`src/rtl/fpga_template_pkg.sv`:
```
// Shared types and default geometry for the I2S receiver.
package fpga_template_pkg;

    typedef enum logic [1:0] {
        ST_IDLE  = 2'd0,
        ST_LEFT  = 2'd1,
        ST_RIGHT = 2'd2
    } rx_state_e;

    localparam int DEFAULT_SAMPLE_WIDTH = 24;
    localparam int DEFAULT_SLOT_WIDTH   = 32;

endpackage

```
`src/rtl/i2s_edge_detect.sv`:
```
// SCK edge detector; with I2S_RX_INPUT_SYNC_EN defined, sck/ws/sd first pass
// through 2-flop synchronizers (2 extra clk cycles of latency).
module i2s_edge_detect #(
    parameter logic WS_POL = 1'b0
) (
    input  logic clk_i,
    input  logic rst_i,
    input  logic sck_i,
    input  logic ws_i,
    input  logic sd_i,
    output logic sck_rise_o,
    output logic sck_fall_o,
    output logic ws_o,
    output logic sd_o
);

    logic sck_s;
    logic sck_prev_q;

`ifdef I2S_RX_INPUT_SYNC_EN
    logic [1:0] sck_sync_q;
    logic [1:0] ws_sync_q;
    logic [1:0] sd_sync_q;

    always_ff @(posedge clk_i) begin
        if (rst_i) begin
            sck_sync_q <= 2'b00;
            ws_sync_q  <= {WS_POL, WS_POL};
            sd_sync_q  <= 2'b00;
        end else begin
            sck_sync_q <= {sck_sync_q[0], sck_i};
            ws_sync_q  <= {ws_sync_q[0], ws_i};
            sd_sync_q  <= {sd_sync_q[0], sd_i};
        end
    end

    assign sck_s = sck_sync_q[1];
    assign ws_o  = ws_sync_q[1];
    assign sd_o  = sd_sync_q[1];
`else
    assign sck_s = sck_i;
    assign ws_o  = ws_i;
    assign sd_o  = sd_i;
`endif

    always_ff @(posedge clk_i) begin
        if (rst_i) begin
            sck_prev_q <= 1'b0;
        end else begin
            sck_prev_q <= sck_s;
        end
    end

    assign sck_rise_o = ~sck_prev_q & sck_s;
    assign sck_fall_o = sck_prev_q & ~sck_s;

endmodule

```
`src/rtl/i2s_rx.sv`:
```
// I2S stereo receiver with a valid/ready pair output, sticky overflow and
// short-slot error pulse. Optional input synchronizers: I2S_RX_INPUT_SYNC_EN.
module i2s_rx
    import fpga_template_pkg::*;
#(
    parameter int   SAMPLE_WIDTH = DEFAULT_SAMPLE_WIDTH,
    parameter int   SLOT_WIDTH   = DEFAULT_SLOT_WIDTH,
    parameter logic WS_POL       = 1'b0
) (
    input  logic                    clk_i,
    input  logic                    rst_i,
    input  logic                    sck_i,
    input  logic                    ws_i,
    input  logic                    sd_i,
    output logic [SAMPLE_WIDTH-1:0] left_o,
    output logic [SAMPLE_WIDTH-1:0] right_o,
    output logic                    pair_valid_o,
    input  logic                    pair_ready_i,
    output logic                    overflow_o,
    output logic                    frame_err_o
);

    localparam int            CW       = $clog2(SLOT_WIDTH + 1);
    localparam logic [CW-1:0] SLOT_MAX = CW'(SLOT_WIDTH);
    localparam logic [CW-1:0] LAST_BIT = CW'(SAMPLE_WIDTH);

    logic sck_rise;
    logic unused_sck_fall;
    logic ws_s;
    logic sd_s;

    i2s_edge_detect #(.WS_POL(WS_POL)) u_edge (
        .clk_i      (clk_i),
        .rst_i      (rst_i),
        .sck_i      (sck_i),
        .ws_i       (ws_i),
        .sd_i       (sd_i),
        .sck_rise_o (sck_rise),
        .sck_fall_o (unused_sck_fall),
        .ws_o       (ws_s),
        .sd_o       (sd_s)
    );

    rx_state_e               state_q, state_d;
    logic                    ws_prev_q;
    logic [CW-1:0]           cnt_q;
    logic [CW-1:0]           idx;
    logic [SAMPLE_WIDTH-1:0] shift_q;
    logic [SAMPLE_WIDTH-1:0] left_hold_q;
    logic [SAMPLE_WIDTH-1:0] word_next;
    logic                    left_ok_q;
    logic                    ws_edge;
    logic                    capture;
    logic                    left_done;
    logic                    pair_done;
    logic                    short_slot;

    assign ws_edge   = sck_rise && (ws_s != ws_prev_q);
    // cnt_q holds the index of the last rise in the slot; idx is this rise.
    assign idx       = (cnt_q == SLOT_MAX) ? SLOT_MAX : cnt_q + CW'(1);
    assign word_next = {shift_q[SAMPLE_WIDTH-2:0], sd_s};

    always_ff @(posedge clk_i) begin
        if (rst_i) begin
            state_q <= ST_IDLE;
        end else begin
            state_q <= state_d;
        end
    end

    always_comb begin
        state_d    = state_q;
        capture    = 1'b0;
        left_done  = 1'b0;
        pair_done  = 1'b0;
        short_slot = 1'b0;
        if (ws_edge) begin
            if (state_q != ST_IDLE && cnt_q < LAST_BIT) begin
                short_slot = 1'b1;
            end
            if (ws_s == WS_POL) begin
                state_d = ST_LEFT;
            end else if (state_q != ST_IDLE) begin
                state_d = ST_RIGHT;
            end
        end else if (sck_rise && state_q != ST_IDLE && idx <= LAST_BIT) begin
            capture = 1'b1;
            if (idx == LAST_BIT) begin
                left_done = (state_q == ST_LEFT);
                pair_done = (state_q == ST_RIGHT) && left_ok_q;
            end
        end
    end

    always_ff @(posedge clk_i) begin
        if (rst_i) begin
            ws_prev_q    <= WS_POL;
            cnt_q        <= '0;
            shift_q      <= '0;
            left_hold_q  <= '0;
            left_ok_q    <= 1'b0;
            left_o       <= '0;
            right_o      <= '0;
            pair_valid_o <= 1'b0;
            overflow_o   <= 1'b0;
            frame_err_o  <= 1'b0;
        end else begin
            frame_err_o <= short_slot;
            if (sck_rise) begin
                ws_prev_q <= ws_s;
                if (ws_edge) begin
                    cnt_q   <= '0;
                    shift_q <= '0;
                end else begin
                    cnt_q <= idx;
                end
            end
            // A fresh left slot invalidates any previously held left word.
            if (ws_edge && ws_s == WS_POL) begin
                left_ok_q <= 1'b0;
            end
            if (capture) begin
                shift_q <= word_next;
            end
            if (left_done) begin
                left_hold_q <= word_next;
                left_ok_q   <= 1'b1;
            end
            if (pair_done) begin
                if (!pair_valid_o || pair_ready_i) begin
                    left_o       <= left_hold_q;
                    right_o      <= word_next;
                    pair_valid_o <= 1'b1;
                end else begin
                    overflow_o <= 1'b1;
                end
            end else if (pair_valid_o && pair_ready_i) begin
                pair_valid_o <= 1'b0;
            end
        end
    end

endmodule

```
`config.mk`:
```
export PLATFORM = sky130hd
export DESIGN_NAME = i2s_rx
export DESIGN_NICKNAME = d
export VERILOG_FILES = /design/src/rtl/fpga_template_pkg.sv /design/src/rtl/i2s_edge_detect.sv /design/src/rtl/i2s_rx.sv
export SDC_FILE = /design/constraint.sdc
export NUM_CORES = 1
export LEC_CHECK = 0
export BUFFER_PORTS_ARGS = -buffer_cell sky130_fd_sc_hd__buf_4
export CORE_MARGIN = 2
export CORE_UTILIZATION = 36
export CTS_BUF_LIST = sky130_fd_sc_hd__clkbuf_4
export DETAILED_ROUTE_END_ITERATION = 10
export PLACE_DENSITY = 0.59
export SLEW_MARGIN = 20
export SYNTH_ARGS = -nofsm -noshare
export SYNTH_HDL_FRONTEND = slang
export SYNTH_HIERARCHICAL = 1
export SYNTH_SLANG_ARGS = --single-unit
export TNS_END_PERCENT = 100
```
`constraint.sdc`:
```
create_clock -name clk_i -period 1.85 [get_ports clk_i]
set_input_delay 0.0925 -clock clk_i [delete_from_list [all_inputs] [get_ports clk_i]]
set_output_delay 0.0925 -clock clk_i [all_outputs]
set_load 0.005 [all_outputs]
```
Yosys cells after proc, flatten, opt, wreduce, memory -nomap -nowiden. Index checks and enable logic that the tools add are counted.

Register bits: 109.

$add $sub $neg: 1. Magnitude comparators: 2. Eq/ne operators: 7. Muxes and demuxes: 21. Bitwise gates (word level): 5. Reduce and logical (&&, ||, !) cells: 20.

Operator list (number): 23-bit two-way mux (3); 1-bit two-way mux (14); 6-bit two-way mux (2); 2-bit AND reduction (5); 2-bit nonzero test (5); 1-bit logical AND (7); 6-bit by 1-bit adder with 6-bit output, second input constant (1); 6-bit by 5-bit equality test with 1-bit output, second input constant (1); 6-bit equality test, second input constant (1); 6-bit by 5-bit <= comparator with 1-bit output, second input constant (1); 6-bit by 5-bit < comparator with 1-bit output, second input constant (1); 2-bit two-way mux (2); 2-bit by 1-bit inequality test with 1-bit output, second input constant (2); 1-bit inverter (4); 2-bit by 1-bit equality test with 1-bit output, second input constant (1); 2-bit equality test, second input constant (1); 2-bit OR reduction (1); 1-bit AND (1); 1-bit zero test (1); 1-bit logical OR (1); 1-bit inequality test (1).

Longest topological paths before layout. Gate-level depths: netlist (run 1).

Depth after elaboration: 8. Gate-level depth with buffers: 9.

Modules after synthesis. The synthesis (run 1) kept the hierarchy.

By module, submodules not included: i2s_rx (instances 1, cells an instance 429, area each 4554.4 µm², seq. area each 2162.1 µm²); i2s_edge_detect (instances 1, cells an instance 6, area each 53.8 µm², seq. area each 20.0 µm²).

Worst setup path after synthesis (run 1). No wires, ideal clock.

Kind: flip-flop to flip-flop. Start point: register cnt_q[0]. End point: register left_hold_q[10]. Arrival: 1833 ps. Data required time: 1778 ps. Setup slack: -55 ps. Cell stages (with the launch flop): 10. Path buffers: 2. Period minus slack after synthesis: 1905 ps. Cells stage by stage: dfxtp_1 -> inv_1 -> ha_1 -> nand2_1 -> o211ai_2 -> nor4_4 -> and4_1 -> buf_4 -> buf_6 -> mux2i_1.

Cells in the longest elaborated chain, start to end: 6.

Ends and longest elaborated chain: start, declared (line i2s_rx.sv:46) `logic [CW-1:0] cnt_q;`; start signal, assigned (line i2s_rx.sv:115) `cnt_q <= idx;`; 6-bit by 1-bit adder with 6-bit output or 6-bit equality test (tied branches) (line i2s_rx.sv:60) `assign idx = (cnt_q == SLOT_MAX) ? SLOT_MAX : cnt_q + CW'(1);`; 6-bit two-way mux (*) (line i2s_rx.sv:60); 6-bit by 5-bit <= comparator with 1-bit output or 6-bit by 5-bit equality test with 1-bit output (tied branches) (line i2s_rx.sv:86, i2s_rx.sv:88); 1-bit logical AND or 1-bit two-way mux (tied branches) (line i2s_rx.sv:86, i2s_rx.sv:88); 1-bit two-way mux (*) (line i2s_rx.sv:86) `end else if (sck_rise && state_q != ST_IDLE && idx <= LAST_BIT) begin`; 1-bit two-way mux (*) (line i2s_rx.sv:77) `if (ws_edge) begin`; end signal, assigned (line i2s_rx.sv:126) `left_hold_q <= word_next;`; end, declared (line i2s_rx.sv:49) `logic [SAMPLE_WIDTH-1:0] left_hold_q;`.

Mark *: on every way between the ends. The rest lies on a longest branch, timed or not. A chain may end at the register's enable or synchronous reset.

Worst setup path after layout (run 1).
Start point: register cnt_q[4]. End point: register left_hold_q[22].

The elaborated chain is that of the path after synthesis.

==> metrics, run 1 <==
minimum clock period=1.92 ns; WP data arrival=2.31 ns; DRT Wirelength=9740 um; Leakage Power=2.46 nW; vias in the first global route=3,147; share of cells above drive strength 1=0.276; Final Setup Violations=88; Area Overhead vs Synth=27.5%; syn_nets=442; Antenna Diode Count=0; DPL Wire Length=5990 um; r2r worst-path depth=7; Hold Path Stages=4; Synth Warn #=6; first-pass iteration count of the detailed router=4; power per cell area=614 mW/mm^2; Starting DRT DRC Count=215; Setup Crit Path Kind=reg2reg; Critical Path End Type=register; worst hold path class=in2reg; area of the mapped netlist=0.00460 mm^2; Horiz. Die Dim=117 um; Nets=530; die footprint=0.0137 mm^2; Peak Freq=0.520 GHz; initial antenna violation count=0; Clock Skews=0.0151 ns; Clock Sinks=109; starting density of the core=0.366; maximum root-to-sink buffer count=2; max_cap viols=0; first-pass GRT wire length=15,700 um; largest net degree at the start of global routing=111; Mapped Cells=434; Placer Congestion=0.795; fin. max-slew vios=0; row count=41; worst setup margin=-0.0740 ns; Hold Fails Final Rpt=0; CTS tree=built; remaining global-route overflow=0; Rel. slew slack=0.396; total power draw=3.61 mW; Avg Inst Size Synth=10.6 um^2; startpoint types=register; Worst EP required=2.23 ns; FILL cells=1,192; CTS root buffer=clkbuf_4; number of H-tree levels=3; Clock Pin Slew Worst Setup and Hold Paths=0.16 ns; I/O Buffers=56; Inserted Clock Buffers=9; Vias/cell=4.62; Final Util=0.467; worst-path fanout max=5; Core ar.=0.0126 mm^2; post-DR wirelength/cell=14.0 um; failing checks=negative setup slack; fin crit share=1.04; Clock Latency Late Sink=0.45 ns; actual slew at the worst max-slew pin=0.906 ns; Max VDD drop=0.278 mV; worst hold slack=0.0666 ns; DRT antenna net count=0; Vias=3,223; Die H=117 um; RSZ-0062 raised after global routing=yes; GRT Total Usage=0.147; I/O pin cnt=57; status=finished, violations left; # DRC=0
[cells in the final DEF, fill, tap and decap left out, drive strengths merged, types with 3 or more instances in the layout]
master and instances:
nand2b 122, nor3 3, buf 102, a21oi 8, nand3 3, nor2b 7, o21ai 6, nand2 11
dlygate4sd3 3, clkbuf 12, inv 3, mux2i 95, nor2 9, dfxtp 109
[path summary, 6_finish.rpt]
check                                  from               to  slack (ns)
worst max-delay path               cnt_q[4]  left_hold_q[22]       -0.07
worst min-delay path                   ws_i       state_q[1]        0.07
worst max register to register     cnt_q[4]  left_hold_q[22]       -0.07
worst min register to register  right_o[22]      right_o[22]        0.49
[state kept, by name, summed over array words and instances, names as in the netlist]
register	flops
state_q	2
cnt_q	6
left_hold_q	24
ws_prev_q	1
right_o	24
overflow_o	1
u_edge/sck_prev_q	1
pair_valid_o	1
shift_q	23
left_ok_q	1
frame_err_o	1
left_o	24
[critical path: stages, from the launching register on]
cell       delay (ns)
dfxtp_4          0.39
nand3_2          0.12
o21a_1           0.23
nor4_4           0.29
buf_4            0.17
and4_4           0.32
clkbuf_16        0.18
mux2i_1          0.17
[metal layers]
metal / track usage / wire length [um] / vias up
met5: 0 / 0 / -
met4: 0.0518 / 125 / 0
met2: 0.235 / 4600 / 50
met3: 0.0345 / 306 / 8
met1: 0.196 / 4710 / 1536
li1: - / - / 1629
[power by group]
| group | leakage [nW] | switching, mW | internal [mW] | total (mW) |
|---|---|---|---|---|
| Clock | 0.0565 | 0.770 | 0.289 | 1.06 |
| Sequential | 0.881 | 0.00468 | 2.35 | 2.36 |
| Combinational | 1.53 | 0.0944 | 0.0962 | 0.191 |
[metrics by stage]
stage | setup slack (ns) | std cells | setup TNS [ns] | cell area, um^2
after floorplan | -0.0161 | 434 | -0.321 | 4640
after global placement | -0.00797 | 662 | -0.0479 | 5370
after detailed placement | -0.0456 | 662 | -1.56 | 5370
after CTS | -0.0631 | 695 | -3.53 | 5800
after global routing | -0.169 | 698 | -11.16 | 5870
final | -0.0740 | 698 | -3.43 | 5870
[what timing repair did]
item / in CTS / in global routing
hold buffers: 3 / 0
gates cloned: 4 / 1
endpoints found under the setup margin: 93 / 98
buffers inserted: 11 / 4
endpoints found under the hold margin: 4 / 0
gates resized for setup: 27 / 14
pin swaps: 6 / 2
[cell type report]
| cell class | instances | area [um^2] | share of cell area |
|---|---|---|---|
| clock buffer | 10 | 75.1 | 0.0128 |
| tap | 172 | 215 | 0.0367 |
| clock inverter | 5 | 36.3 | 0.00618 |
| multi-input combinational | 293 | 2330 | 0.398 |
| inverter | 2 | 7.51 | 0.00128 |
| timing repair buffer | 107 | 1000 | 0.171 |
| sequential | 109 | 2200 | 0.374 |
(Power assumes the default switching activity.)
==> run 2, diff against run 1 <==
Settings changed: GPL_TIMING_DRIVEN set to 0.
==> run 2 against run 1 <==
- the flow still finishes with violations (negative setup slack)
- worst hold slack improved by 0.24 ns
- power increased by 4.4%
- critical path depth increased by 3
- via count increased by 0.74%
- design area increased by 1.3%
- die area unchanged
- final cell count increased by 1.0%
==> metrics, run 2 (synthesis gave the netlist of run 1 again) <==
multi-input logic area=0.00233 mm^2 (unchanged); failing checks=negative setup slack; actual slew at the worst max-slew pin=0.528 ns (-0.378 ns); min-delay src=sck_i; # DRC=0 (unchanged); CTS root buffer=clkbuf_4; worst hold path class=in2reg; met3 WL=301 um (-1.6%); Critical Path End Type=register; register area=0.00220 mm^2 (unchanged); Vias/cell=4.61 (-0.26%); commonest non-fill, non-tap cell in the layout=nand2b_1; Clock Skews=0.0152 ns (+0.000111 ns); Hold Fails Final Rpt=0 (unchanged); register-to-register setup slack=-0.13 ns (-0.06 ns); Area Overhead vs Synth=29.1%; WL met1=4890 um (+3.7%); RSZ-0062 raised after global routing=yes; largest net degree at the start of global routing=18 (-84%); Max VDD drop=0.274 mV (-1.5%); Final Non-Filler Cells=705 (+1.0%); post-DR wirelength/cell=14.7 um (+5.1%); DP Area=0.00526 mm^2 (-2.0%); power per cell area=633 mW/mm^2 (+3.0%); most frequent cells in the layout=nand2b_1, dfxtp_1, mux2i_1; first-pass iteration count of the detailed router=4 (unchanged); CTS tree=built; DR WL met2=4970 um (+8.1%); row count=41 (unchanged); I/O pin cnt=57 (unchanged); remaining global-route overflow=0 (unchanged); I/O Buffers=54 (-3.6%); biggest regs=left_hold_q: 24 flops, left_o: 24 flops, right_o: 24 flops; number of H-tree levels=3 (unchanged); status=finished, violations left; Nets=535 (+0.94%); Top Layer Used=met4; minimum clock period=1.98 ns (+0.0605 ns); Peak Freq=0.504 GHz (-3.0%); Placer Congestion=0.796 (+0.16%); Leakage Power=2.48 nW (+0.47%); FILL cells=1,197 (+0.42%); Hold Crit Endpoint=frame_err_o; r2r endpoint=left_o[12]; initial antenna violation count=1 (+1); worst-path fanout max=6 (+1); fin. max-slew vios=0 (unchanged); fin crit share=1.07 (+0.0327); DPL Wire Length=6770 um (+13%); starting density of the core=0.366 (unchanged); Inserted Clock Buffers=9 (unchanged); Core ar.=0.0126 mm^2 (unchanged); startpoint types=register; share of cells above drive strength 1=0.252 (-0.0238); worst setup margin=-0.134 ns (-0.0605 ns); R2R Path Start=cnt_q[0]; DRT antenna net count=0 (unchanged); Clock Latency Late Sink=0.47 ns (+0.02 ns); first-pass GRT wire length=16,500 um (+5.3%); Hold Path Stages=5 (+1); Starting DRT DRC Count=134 (-38%); r2r worst-path depth=10 (+3); Clock Pin Slew Worst Setup and Hold Paths=0.16 ns (about the same); fin area=0.00594 mm^2 (+1.3%); Rel. slew slack=0.648 (+0.252); Horiz. Die Dim=117 um (unchanged); die footprint=0.0137 mm^2 (unchanged); Die H=117 um (unchanged); Clock Sinks=109 (unchanged); final setup TNS=-5.42 ns (-1.99 ns); Final Setup Violations=73 (-17%); DP Worst Slack=-0.301 ns (-0.256 ns); Worst EP required=2.22 ns (about the same); max_cap viols=0 (unchanged); WP data arrival=2.35 ns (+0.04 ns); GRT Total Usage=0.156 (+0.00910); vias in the first global route=3,281 (+4.3%); DRT Wirelength=10,300 um (+6.1%); Vias=3,247 (+0.74%); maximum root-to-sink buffer count=2 (unchanged); Setup Crit Path Kind=reg2reg; Cells after DPL=660 (-0.30%)
-- run 2: cell count changes in the layout (fill, tap and decap cells not counted), sizes merged --
cell and change:
inv +1, clkinvlp -2, clkbuf +17, bufinv +1, clkinv +1, buf -14
dlygate4sd3 +2, diode +1
-- run 2: what timing repair did --
item                       4_1_cts  5_1_grt
gates cloned                     2        4
setup buffers                   15        6
hold buffers                     5        0
pin swaps                        4        7
resized for setup               32       25
setup endpoints to repair       95       97
hold endpoints to repair         9        0
-- run 2: report_power, final --
part	switching [mW]	total [mW]	internal [mW]
registers	0.00754	2.36	2.35
clock network	0.788	1.22	0.430
logic	0.0969	0.185	0.0880
-- run 2: routing by layer --
metal,global-route usage,vias to the layer above
met3,0.0335,11
met2,0.269,46
met4,0.0573,0
met5,0,-
met1,0.193,1547
li1,-,1643
-- run 2: how the worst max path moves through the flow --
stage	to	slack [ns]	from
6_report	left_o[12]	-0.13	cnt_q[0]
3_5_place_dp	shift_q[6]	-0.30	ws_prev_q
2_1_floorplan	left_hold_q[20]	-0.02	cnt_q[3]
4_1_cts	shift_q[6]	-0.11	cnt_q[4]
3_3_place_gp	shift_q[14]	-0.24	ws_prev_q
5_1_grt	right_o[3]	-0.22	cnt_q[0]
-- run 2: area by class of cell --
class | instances | area share
well taps | 172 | 0.0362
diodes | 1 | 0.000421
clock inverters | 6 | 0.0103
flip-flops and latches | 109 | 0.370
multi-input cells | 293 | 0.393
clock buffers | 10 | 0.0126
plain buffers | 27 | 0.0411
inverters | 2 | 0.00211
repair buffers | 85 | 0.135
-- run 2: critical path, cell delays in order (launching register included) --
cell	delay, ns
dfxtp_4	0.42
inv_4	0.05
ha_4	0.15
nand2_4	0.07
o211ai_4	0.09
nor4_4	0.32
buf_4	0.18
nand4_4	0.13
buf_12	0.20
clkbuf_16	0.16
mux2i_1	0.12
-- run 2: per-stage QoR --
step / utilization / hold WS (ns) / power, mW
2_1_floorplan: - / 0.164 / 2.52
3_3_place_gp: 0.419 / 0.267 / 2.56
3_5_place_dp: 0.419 / 0.268 / 2.57
4_1_cts: 0.457 / 0.280 / 3.80
5_1_grt: 0.473 / 0.315 / 3.92
6_report: 0.473 / 0.303 / 3.76
